### src/rtl/execute_cycle.sv
// Execute stage of the 5-stage RISC-V pipeline: operand forwarding, ALU and the
// EX/MEM pipeline register, plus hazard-visible wires for the hazard unit.
module execute_cycle #(
  parameter int WIDTH   = 32,
  parameter int REGADDR = 5
) (
  input  logic               clk,
  input  logic               rst,
  input  logic               RegWriteE,
  input  logic               MemtoRegE,
  input  logic               MemWriteE,
  input  logic               ALUSrcE,
  input  logic [2:0]         ALUControlE,
  input  logic [WIDTH-1:0]   RD1E,
  input  logic [WIDTH-1:0]   RD2E,
  input  logic [WIDTH-1:0]   SignImmE,
  input  logic [REGADDR-1:0] RS1E,
  input  logic [REGADDR-1:0] RS2E,
  input  logic [REGADDR-1:0] RdE,
  input  logic [1:0]         ForwardAE,
  input  logic [1:0]         ForwardBE,
  input  logic [WIDTH-1:0]   ResultW,
  input  logic [WIDTH-1:0]   ReadDataM,
  output logic               RegWriteM,
  output logic               MemtoRegM,
  output logic               MemWriteM,
  output logic [WIDTH-1:0]   ALUOutM,
  output logic [WIDTH-1:0]   WriteDataM,
  output logic [REGADDR-1:0] WriteRegM,
  output logic [REGADDR-1:0] WriteRegE,
  output logic               MemtoRegE_h
);

  typedef enum logic [2:0] {
    ALU_ADD = 3'b000,
    ALU_SUB = 3'b001,
    ALU_AND = 3'b010,
    ALU_OR  = 3'b011,
    ALU_XOR = 3'b100,
    ALU_SLT = 3'b101,
    ALU_SLL = 3'b110,
    ALU_SRL = 3'b111
  } alu_op_e;

  logic [WIDTH-1:0]   src_a_e;
  logic [WIDTH-1:0]   write_data_e;
  logic [WIDTH-1:0]   src_b_e;
  logic [WIDTH-1:0]   alu_result_e;
  logic [4:0]         shamt_e;

  logic               reg_write_d, reg_write_q;
  logic               mem_to_reg_d, mem_to_reg_q;
  logic               mem_write_d, mem_write_q;
  logic [WIDTH-1:0]   alu_out_d, alu_out_q;
  logic [WIDTH-1:0]   write_data_d, write_data_q;
  logic [REGADDR-1:0] write_reg_d, write_reg_q;

  // Source indices and load data are carried for the hazard unit only; load-use
  // is resolved by a stall, so ReadDataM is never a forwarding source here.
  logic unused_inputs;
  assign unused_inputs = ^{RS1E, RS2E, ReadDataM};

  function automatic logic [WIDTH-1:0] forward_sel(
    input logic [1:0]       sel,
    input logic [WIDTH-1:0] reg_val,
    input logic [WIDTH-1:0] alu_out_prev,
    input logic [WIDTH-1:0] result_w
  );
    case (sel)
      2'b00:   return reg_val;
      2'b01:   return alu_out_prev;
      2'b10:   return result_w;
      default: return '0;
    endcase
  endfunction

  assign src_a_e      = forward_sel(ForwardAE, RD1E, alu_out_q, ResultW);
  assign write_data_e = forward_sel(ForwardBE, RD2E, alu_out_q, ResultW);
  assign src_b_e      = ALUSrcE ? SignImmE : write_data_e;
  assign shamt_e      = src_b_e[4:0];

  // NOTE: every signal written in an always_comb gets a default first, so no
  // path through the case can leave it unassigned and infer a latch.
  always_comb begin
    alu_result_e = '0;
    case (alu_op_e'(ALUControlE))
      ALU_ADD: alu_result_e = src_a_e + src_b_e;
      ALU_SUB: alu_result_e = src_a_e - src_b_e;
      ALU_AND: alu_result_e = src_a_e & src_b_e;
      ALU_OR:  alu_result_e = src_a_e | src_b_e;
      ALU_XOR: alu_result_e = src_a_e ^ src_b_e;
      ALU_SLT: alu_result_e = {{(WIDTH-1){1'b0}}, $signed(src_a_e) < $signed(src_b_e)};
      ALU_SLL: alu_result_e = src_a_e << shamt_e;
      ALU_SRL: alu_result_e = src_a_e >> shamt_e;
      default: alu_result_e = '0;
    endcase
  end

  // Synchronous reset folds into next-state so rst wins over any inputs.
  always_comb begin
    reg_write_d  = RegWriteE;
    mem_to_reg_d = MemtoRegE;
    mem_write_d  = MemWriteE;
    alu_out_d    = alu_result_e;
    write_data_d = write_data_e;
    write_reg_d  = RdE;
    if (rst) begin
      reg_write_d  = 1'b0;
      mem_to_reg_d = 1'b0;
      mem_write_d  = 1'b0;
      alu_out_d    = '0;
      write_data_d = '0;
      write_reg_d  = '0;
    end
  end

  // NOTE: state is updated with non-blocking assignments so every register
  // samples the pre-edge values, which is what ALUOutM forwarding relies on.
  always_ff @(posedge clk) begin
    reg_write_q  <= reg_write_d;
    mem_to_reg_q <= mem_to_reg_d;
    mem_write_q  <= mem_write_d;
    alu_out_q    <= alu_out_d;
    write_data_q <= write_data_d;
    write_reg_q  <= write_reg_d;
  end

  assign RegWriteM   = reg_write_q;
  assign MemtoRegM   = mem_to_reg_q;
  assign MemWriteM   = mem_write_q;
  assign ALUOutM     = alu_out_q;
  assign WriteDataM  = write_data_q;
  assign WriteRegM   = write_reg_q;
  assign WriteRegE   = RdE;
  assign MemtoRegE_h = MemtoRegE;

endmodule

### config.mk
export PLATFORM = sky130hd
export DESIGN_NAME = execute_cycle
export DESIGN_NICKNAME = d
export VERILOG_FILES = /design/src/rtl/execute_cycle.sv
export SDC_FILE = /design/constraint.sdc
export NUM_CORES = 1
export LEC_CHECK = 0
export CORE_MARGIN = 4
export CORE_UTILIZATION = 51
export CTS_CLUSTER_DIAMETER = 50
export DETAILED_ROUTE_END_ITERATION = 6
export GPL_TIMING_DRIVEN = 1
export PLACE_DENSITY = 0.82
export SETUP_SLACK_MARGIN = 0.1
export SYNTH_ARGS = -nofsm -noshare
export SYNTH_HDL_FRONTEND = slang
export SYNTH_SLANG_ARGS = --single-unit
### constraint.sdc
create_clock -name clk -period 9.5 [get_ports clk]
set_input_delay 1.9 -clock clk [delete_from_list [all_inputs] [get_ports clk]]
set_output_delay 1.9 -clock clk [all_outputs]
set_load 0.01 [all_outputs]
# Yosys cells after proc, flatten, opt, wreduce, memory -nomap -nowiden
# Cells that the tools add are included.
# W data, S select, Z words.
[word_totals]
reg_bits = 72
in_bits = 188
output_inout_bits = 78
elab_cells = 32
[classes]
addsub = 2
magnitude_cmp = 1
n_eq_ne = 11
n_shift = 2
mux = 4
bitwise_logic = 3
reduce_logical = 3
[op_table]
columns = ["operator", "count"]
rows = [
  ["$pmux W32 S8", 1],
  ["$pmux W32 S3", 2],
  ["$add A32 B32 Y32", 1],
  ["$and A32 B32 Y32", 1],
  ["$lt A32 B32 Y1", 1],
  ["$mux W32", 1],
  ["$or A32 B32 Y32", 1],
  ["$shl A32 B5 Y32", 1],
  ["$shr A32 B5 Y32", 1],
  ["$sub A32 B32 Y32", 1],
  ["$xor A32 B32 Y32", 1],
  ["$eq A3 B3 Y1 const B", 4],
  ["$eq A3 B2 Y1 const B", 2],
  ["$eq A2 B1 Y1 const B", 2],
  ["$eq A2 B2 Y1 const B", 2],
  ["$logic_not A2 Y1", 2],
  ["$eq A3 B1 Y1 const B", 1],
  ["$logic_not A3 Y1", 1],
]

# Longest topological paths before layout
# Gate-level depths: netlist (run 1).
[depth]
ltp_word = 5
depth_mapped = 20
mapped_depth_nobuf = 16

# Worst setup path before layout (run 1)
# Ideal clock, no wire load.
[synth_timing]
path_type = "input-to-reg"
start = "in ALUSrcE"
end = "reg alu_out_q[0] (netlist: ALUOutM[0])"
setup_ns = 0.074
t_arrival_ns = 6.211
slack_ns = 3.215
stages = 19
cell_sequence = "clkbuf_1 > nor4bb_1 > a211oi_4 > inv_2 > buf_6 > buf_2 > buf_1 > ha_1 > inv_1 > fa_1 > a21o_1 > a2111oi_2 > nor3_1 > o21ai_1 > a31oi_1 > a221oi_1 > o21ai_0 > or4_1 > a31oi_1"
[synth_via]
elab_chain_cells = 3
[synth_lines]
columns = ["element", "line", "text"]
rows = [
  ["start: declaration", "12", "input logic ALUSrcE,"],
  ["$mux W32 *", "79", "assign src_b_e = ALUSrcE ? SignImmE : write_data_e;"],
  ["$sub A32 B32 Y32 (tied with other cells)", "88", "ALU_SUB: alu_result_e = src_a_e - src_b_e;"],
  ["$pmux W32 S8 *", "86", "case (alu_op_e'(ALUControlE))"],
  ["end signal: assignment", "123", "alu_out_q <= alu_out_d;"],
  ["end: declaration", "54", "logic [WIDTH-1:0] alu_out_d, alu_out_q;"],
]
# Every way passes the cells marked *; elsewhere a longest branch is shown, timed or not.
# A chain may end at the register's enable or synchronous reset.

# Worst setup path in the final report (run 1)
[layout_timing]
start = "in ForwardBE[0]"
end = "reg alu_out_q[29] (netlist: ALUOutM[29])"
[layout_via]
elab_chain_cells = 5
[layout_lines]
columns = ["element", "line", "text"]
rows = [
  ["start: declaration", "21", "input logic [1:0] ForwardBE,"],
  ["$eq A2 B2 Y1 (tied with other cells)", "69", "case (sel)"],
  ["$pmux W32 S3 *", "69", ""],
  ["$mux W32 *", "79", ""],
  ["$sub A32 B32 Y32 (tied with other cells)", "88", ""],
  ["$pmux W32 S8 *", "86", ""],
]
# Marks and branches as above.

==> results of run 1 <==
==> through the flow <==
step	power (W)	hold slack [ns]
after floorplan	0.00103	0.585
after global placement	0.00139	0.580
after detailed placement	0.00141	0.591
after CTS	0.00180	0.597
after global routing	0.00193	0.634
final	0.00184	0.605
==> registers in the layout (all words and copies together), names as in the netlist <==
signal	flops
ALUOutM	32
MemWriteM	1
MemtoRegM	1
RegWriteM	1
WriteDataM	32
WriteRegM	5
==> worst min-delay path, cell delays in order, from the launching register on <==
cell and delay [ns]:
dfxtp_1 0.39, a22oi_1 0.11, nor2_1 0.08
==> layer usage <==
layer | vias to the layer above | wire length [um]
met2 | 996 | 21700
met4 | 2 | 2210
met1 | 6409 | 21200
met5 | - | 7
met3 | 149 | 7330
li1 | 6250 | -
==> logic make-up (layout without fill, tap and decap cells) <==
kind of cell / count (synthesis) / after routing / synth area share
compound gates: 540 / 540 / 0.302
xor+xnor: 30 / 30 / 0.0228
fa+ha+maj: 99 / 99 / 0.109
buf+inv: 239 / 368 / 0.0828
flops: 72 / 72 / 0.125
mux: 181 / 181 / 0.159
other cells: 0 / 3 / 0
simple gates: 513 / 513 / 0.199
==> path summary, 6_finish.rpt <==
kind | to | cells after the start | slack [ns] | from
hold / removal | WriteDataM[0]$_SDFF_PP0_ | 2 | 0.60 | ALUOutM[0]$_SDFF_PP0_
hold reg to reg | WriteDataM[0]$_SDFF_PP0_ | 2 | 0.60 | ALUOutM[0]$_SDFF_PP0_
setup reg to reg | ALUOutM[29]$_SDFF_PP0_ | 15 | 3.98 | ALUOutM[0]$_SDFF_PP0_
setup / recovery | ALUOutM[29]$_SDFF_PP0_ | 16 | 2.04 | ForwardBE[0]
==> final cells by class <==
cell class | instances | area (um2) | area share
clock buffers | 10 | 229 | 0.0162
flip-flops and latches | 72 | 1440 | 0.102
well taps | 280 | 350 | 0.0248
multi-input cells | 1363 | 9160 | 0.650
inverters | 101 | 379 | 0.0269
repair buffers | 252 | 2420 | 0.172
diodes | 3 | 7.51 | 0.000532
clock inverters | 5 | 106 | 0.00754
==> power by group <==
part	switching, W	internal (W)
Combinational	0.000679	0.000415
Clock	0.000140	0.000256
Sequential	0.0000219	0.000330
==> cell usage in the layout, fill, tap and decap left out, drive strengths merged, types with 25 or more instances in the layout <==
cell type and n:
nor2b 49, o21ai 146, o2bb2ai 32, nor3 37, a221oi 25, mux2i 170, buf 34, o22ai 29
inv 100, dfxtp 72, clkdlybuf4s50 218, ha 97, nand2 178, xnor2 26, a21oi 137, nor2 169
==> flow_metrics.py, run 1 <==
metrics = {
    "sta": {
        "hold_violations": 0,
        "report.final.slew_viol_count": 0,
        "worst_slack_ns": 2.04,
        "skew_ns": 0.0140,
        "worstMarginPinSlew_ns": 1.12,
        "max_freq_mhz": 134,
        "fin_crit_sh": 0.785,
        "setup_viol_count_final": 0,
        "rsz0062_at_grt": "false",
        "setup_tns_ns": 0,
        "relSlewSlack": 0.245,
        "period_needed_ns": 7.46,
    },
    "clocking": {
        "cts_buffers": 9,
        "cts_setup_buffers": 0,
        "cts_buffer_depth": 2,
        "cts_resized": 0,
        "cts_hold_buf": 0,
        "clkTransAtPathRegs_ns": 0.07,
        "worstSkewPairLatency_ns": 0.35,
        "cts_tree": "yes",
        "cts_sinks": 72,
        "cts-root-buf": "clkbuf_16",
        "htreeDepth": 3,
    },
    "cells_and_area": {
        "stdcell_count": 2086,
        "area_delta_synth_final_pct": 22.6,
        "final_area_mm2": 0.0141,
        "final_core_util": 0.640,
        "fin_nets": 2086,
        "drive_above_1_share": 0.0433,
        "nFillCells": 1984,
    },
    "grt": {
        "grt-ovfl-total": 0,
        "grtUsageMet3": 0.107,
        "track_usage": 0.396,
        "busiest_layer": "met2",
        "grt_pass1_vias": 12400,
        "grt_max_degree": 84,
        "antenna_found_initial": 4,
        "grt_pass1_wl_um": 75400,
        "use_met1": 0.546,
        "gr-usage-met2": 0.590,
    },
    "min_path": {
        "hold_path.class": "flop to flop",
    },
    "place": {
        "place.gp.congestion": 1.08,
        "place_inst": 2068,
        "place.port_buffers": 223,
        "hpwl_um": 40900,
        "placed_area_mm2": 0.0138,
        "dp_slack_ns": 2.01,
    },
    "worst_setup_path": {
        "crit_fanout": 56,
        "worst_path_max_delay_cell": "a2111oi_0",
        "critPathArrivalTime_ns": 7.73,
        "endpoint_kind": "flop",
        "cp-start-kind": "input port",
        "path_class": "input port to flop",
        "cpPeakStageDelay_ns": 0.82,
        "cp_data_required_time_ns": 9.77,
        "crit_family": "compound AO/OA/AOI/OAI gates",
        "path_buf_inv": 3,
        "crit_chain": "clkdlybuf4s50_1, nor4bb_1, a211oi_4, inv_2, buf_4, ha_1, nand2b_1, a2111oi_0, o311ai_0, a21boi_1, o21a_1, o21ai_1, a31oi_1, a21oi_1, or4b_1, a41oi_1",
    },
    "drt": {
        "drtIter0Drc": 2015,
        "vias": 13800,
        "post_drt_via_cell_ratio": 6.62,
        "drtPass1Iterations": 6,
        "wl_per_cell_um": 25.1,
        "drc_errors": 0,
        "finalWirelength_um": 52400,
        "ant_nets": 0,
    },
    "synthesis": {
        "synth_area_mm2": 0.0115,
        "syn_nets": 1961,
        "synth-edff-count": 0,
        "synth_commonest_cells": "178 x nand2_1, 170 x mux2i_1, 169 x nor2_1",
        "synth_seq_cells": 72,
        "synthTopCellsByArea": "mux2i_1 15%, dfxtp_1 13%, ha_1 11%",
        "yosysMostFrequentCell": "nand2_1",
        "syn_avg_cell_area_um2": 6.87,
        "synth_ff_type": "dfxtp_1",
        "yosys_warnings": 0,
        "syn-instance-count": 1674,
        "yosysTopAreaCellShare": 0.148,
        "yosysTopAreaCell": "mux2i_1",
        "ys_types": 75,
        "async_reset_ff_frac": 0,
        "ys_seq_area_frac": 0.125,
    },
    "power": {
        "max-vdd-ir-drop_uv": 82.6,
        "p_leak_nw": 5.91,
        "power.density_mw_per_mm2": 131,
    },
    "die": {
        "core_area_mm2": 0.0220,
        "die_h_um": 158,
        "initial_core_util": 0.522,
        "fp-row-count": 54,
        "dieWidth_um": 158,
        "ios": 266,
        "die_area_mm2": 0.0250,
    },
    "run": {
        "cap_violations": 0,
    },
    "run_status": {
        "status": "completed",
    },
}
Power figures use the tool's default switching activity.
==> inputs of run 2 (changes only) <==
--- a/config.mk
+++ b/config.mk
@@ -6,11 +6,11 @@
 export NUM_CORES = 1
 export LEC_CHECK = 0
 export CORE_MARGIN = 4
-export CORE_UTILIZATION = 51
+export CORE_UTILIZATION = 48
 export CTS_CLUSTER_DIAMETER = 50
 export DETAILED_ROUTE_END_ITERATION = 6
 export GPL_TIMING_DRIVEN = 1
-export PLACE_DENSITY = 0.82
+export PLACE_DENSITY = 0.81
 export SETUP_SLACK_MARGIN = 0.1
 export SYNTH_ARGS = -nofsm -noshare
 export SYNTH_HDL_FRONTEND = slang
==> constraint.sdc (replaced) <==
create_clock -name clk -period 6.8 [get_ports clk]
set_input_delay 1.36 -clock clk [delete_from_list [all_inputs] [get_ports clk]]
set_output_delay 1.36 -clock clk [all_outputs]
set_load 0.01 [all_outputs]
==> run 2 against run 1 <==
Compared with the run above: register-to-register slack lost 2.3 ns; global-route usage shrank 0.19 points; via count up 2.0%; flip-flop and latch count stayed put; clock skew is 0.0058 ns lower; critical path depth up 3; sequential share of layout area down 0.24 points; wire length grew 5.2%; clock-buffer cell count is the same; critical endpoint is now ALUOutM[0]$_SDFF_PP0_; largest power group unchanged.
==> flow_metrics.py, run 2 (synthesized netlist as in run 1, its figures left out) <==
metrics = {
    "place": {
        "hpwl_um": 43000,
        "place.gp.congestion": 1.04,
        "place.port_buffers": 223,
    },
    "min_path": {
        "hold_path.class": "flop to flop",
        "whs_path_depth": 2,
        "min_from": "ALUOutM[0]$_SDFF_PP0_",
        "worstHoldEndpoint": "WriteDataM[0]$_SDFF_PP0_",
    },
    "sta": {
        "report.final.slew_viol_count": 0,
        "setup_viol_count_final": 0,
        "setup_tns_ns": 0,
        "rsz0062_at_grt": "false",
        "relSlewSlack": 0.353,
        "hold_violations": 0,
        "worstMarginPinSlew_ns": 0.970,
        "max_freq_mhz": 158,
        "fin_crit_sh": 0.932,
        "skew_ns": 0.00817,
        "period_needed_ns": 6.34,
    },
    "clocking": {
        "cts_hold_buf": 0,
        "cts_tree": "yes",
        "worstSkewPairLatency_ns": 0.33,
        "cts_sinks": 72,
        "cts-root-buf": "clkbuf_16",
        "cts_setup_buffers": 0,
        "cts_buffer_depth": 2,
        "cts_buffers": 9,
        "cts_resized": 0,
        "htreeDepth": 3,
        "clkTransAtPathRegs_ns": 0.06,
    },
    "die": {
        "die_h_um": 163,
        "fp-row-count": 56,
        "core_area_mm2": 0.0235,
        "dieWidth_um": 163,
        "die_area_mm2": 0.0265,
        "ios": 266,
        "initial_core_util": 0.489,
    },
    "worst_setup_path": {
        "r2r_end": "ALUOutM[0]$_SDFF_PP0_",
        "r2r_cells": 18,
        "cp-start-kind": "input port",
        "r2r_setup_slack_ns": 1.65,
        "worstReg2RegStart": "ALUOutM[0]$_SDFF_PP0_",
        "endpoint_kind": "flop",
        "path_class": "input port to flop",
        "crit_fanout": 23,
        "critPathArrivalTime_ns": 6.61,
        "cp_data_required_time_ns": 7.07,
    },
    "drt": {
        "drtIter0Drc": 2135,
        "post_drt_via_cell_ratio": 6.50,
        "wl_per_cell_um": 25.5,
        "vias": 14100,
        "finalWirelength_um": 55200,
        "drtPass1Iterations": 7,
        "drc_errors": 0,
        "ant_nets": 0,
    },
    "grt": {
        "grt_pass1_vias": 13000,
        "grt-ovfl-total": 0,
        "grt_pass1_wl_um": 80800,
        "grt_max_degree": 83,
        "antenna_found_initial": 1,
        "track_usage": 0.395,
    },
    "cells_and_area": {
        "area_delta_synth_final_pct": 25.5,
        "final_core_util": 0.613,
        "fin_nets": 2131,
        "final-seq-area_mm2": 0.00144,
        "multiInputGateArea_mm2": 0.00916,
        "final_cell_mix": "218 x clkdlybuf4s50_1, 178 x nand2_1, 169 x nor2_1, 168 x mux2i_1, 136 x a21oi_1",
        "nFillCells": 2200,
        "num_antenna_cells": 0,
        "layout_commonest_cell": "clkdlybuf4s50_1",
        "drive_above_1_share": 0.0671,
    },
    "run": {
        "cap_violations": 0,
    },
    "run_status": {
        "status": "completed",
    },
    "power": {
        "power.density_mw_per_mm2": 177,
        "max-vdd-ir-drop_uv": 133,
        "p_leak_nw": 6.12,
    },
}
[run 2: how the worst max path moves through the flow]
stage,start,to,slack [ns],cells after the start
2_1_floorplan,ALUSrcE,ALUOutM[0]$_SDFF_PP0_,1.05,19
3_3_place_gp,ForwardBE[0],ALUOutM[0]$_SDFF_PP0_,0.48,19
3_5_place_dp,ForwardBE[0],ALUOutM[0]$_SDFF_PP0_,0.39,19
4_1_cts,ForwardBE[0],ALUOutM[0]$_SDFF_PP0_,0.65,19
5_1_grt,ForwardBE[0],ALUOutM[0]$_SDFF_PP0_,0.36,19
6_report,ForwardBE[0],ALUOutM[0]$_SDFF_PP0_,0.46,19
[run 2: metrics by stage]
step	instance area, um2	worst slack (ns)	hold WS, ns	power [W]	cells
6_report	14400	0.459	0.598	0.00256	2167
5_1_grt	14400	0.363	0.630	0.00268	2167
4_1_cts	14400	0.646	0.597	0.00251	2167
3_5_place_dp	14100	0.394	0.596	0.00203	2152
3_3_place_gp	14100	0.478	0.588	0.00201	2152
2_1_floorplan	11500	1.05	0.585	0.00144	1674
[run 2: where the power goes]
part | total (W) | internal, W | switching, W
Sequential | 0.000488 | 0.000462 | 0.0000263
Combinational | 0.00160 | 0.000616 | 0.000980
Clock | 0.000478 | 0.000291 | 0.000186
[run 2: area by class of cell]
| cell class | count | area share |
|---|---|---|
| clock buffers | 10 | 0.0166 |
| clock inverters | 5 | 0.00399 |
| inverters | 101 | 0.0263 |
| multi-input cells | 1363 | 0.634 |
| flip-flops and latches | 72 | 0.0998 |
| well taps | 319 | 0.0276 |
| repair buffers | 297 | 0.191 |
[run 2: worst max-delay path, stage by stage]
cell and delay (ns):
clkdlybuf4s50_1 0.52, buf_4 0.27, nor2_1 0.22, a211oi_4 0.14, inv_2 0.08, ha_1 0.20, inv_1 0.08, fa_1 0.46
a21o_1 0.24, a2111oi_2 0.51, nor3_1 0.22, o21ai_1 0.31, a31oi_1 0.25, a221oi_1 0.53, o21ai_0 0.19, buf_4 0.18
or4_1 0.46, a31oi_1 0.20, buf_4 0.16
[run 2: metal layers]
metal / GRT usage / share of wire / routed length, um / vias to the layer above
li1: - / - / - / 6332
met1: 0.559 / 0.41 / 22900 / 6656
met2: 0.602 / 0.42 / 23400 / 970
met3: 0.0769 / 0.13 / 6900 / 118
met4: 0.128 / 0.037 / 2030 / 0
met5: 0 / 0 / 0 / -
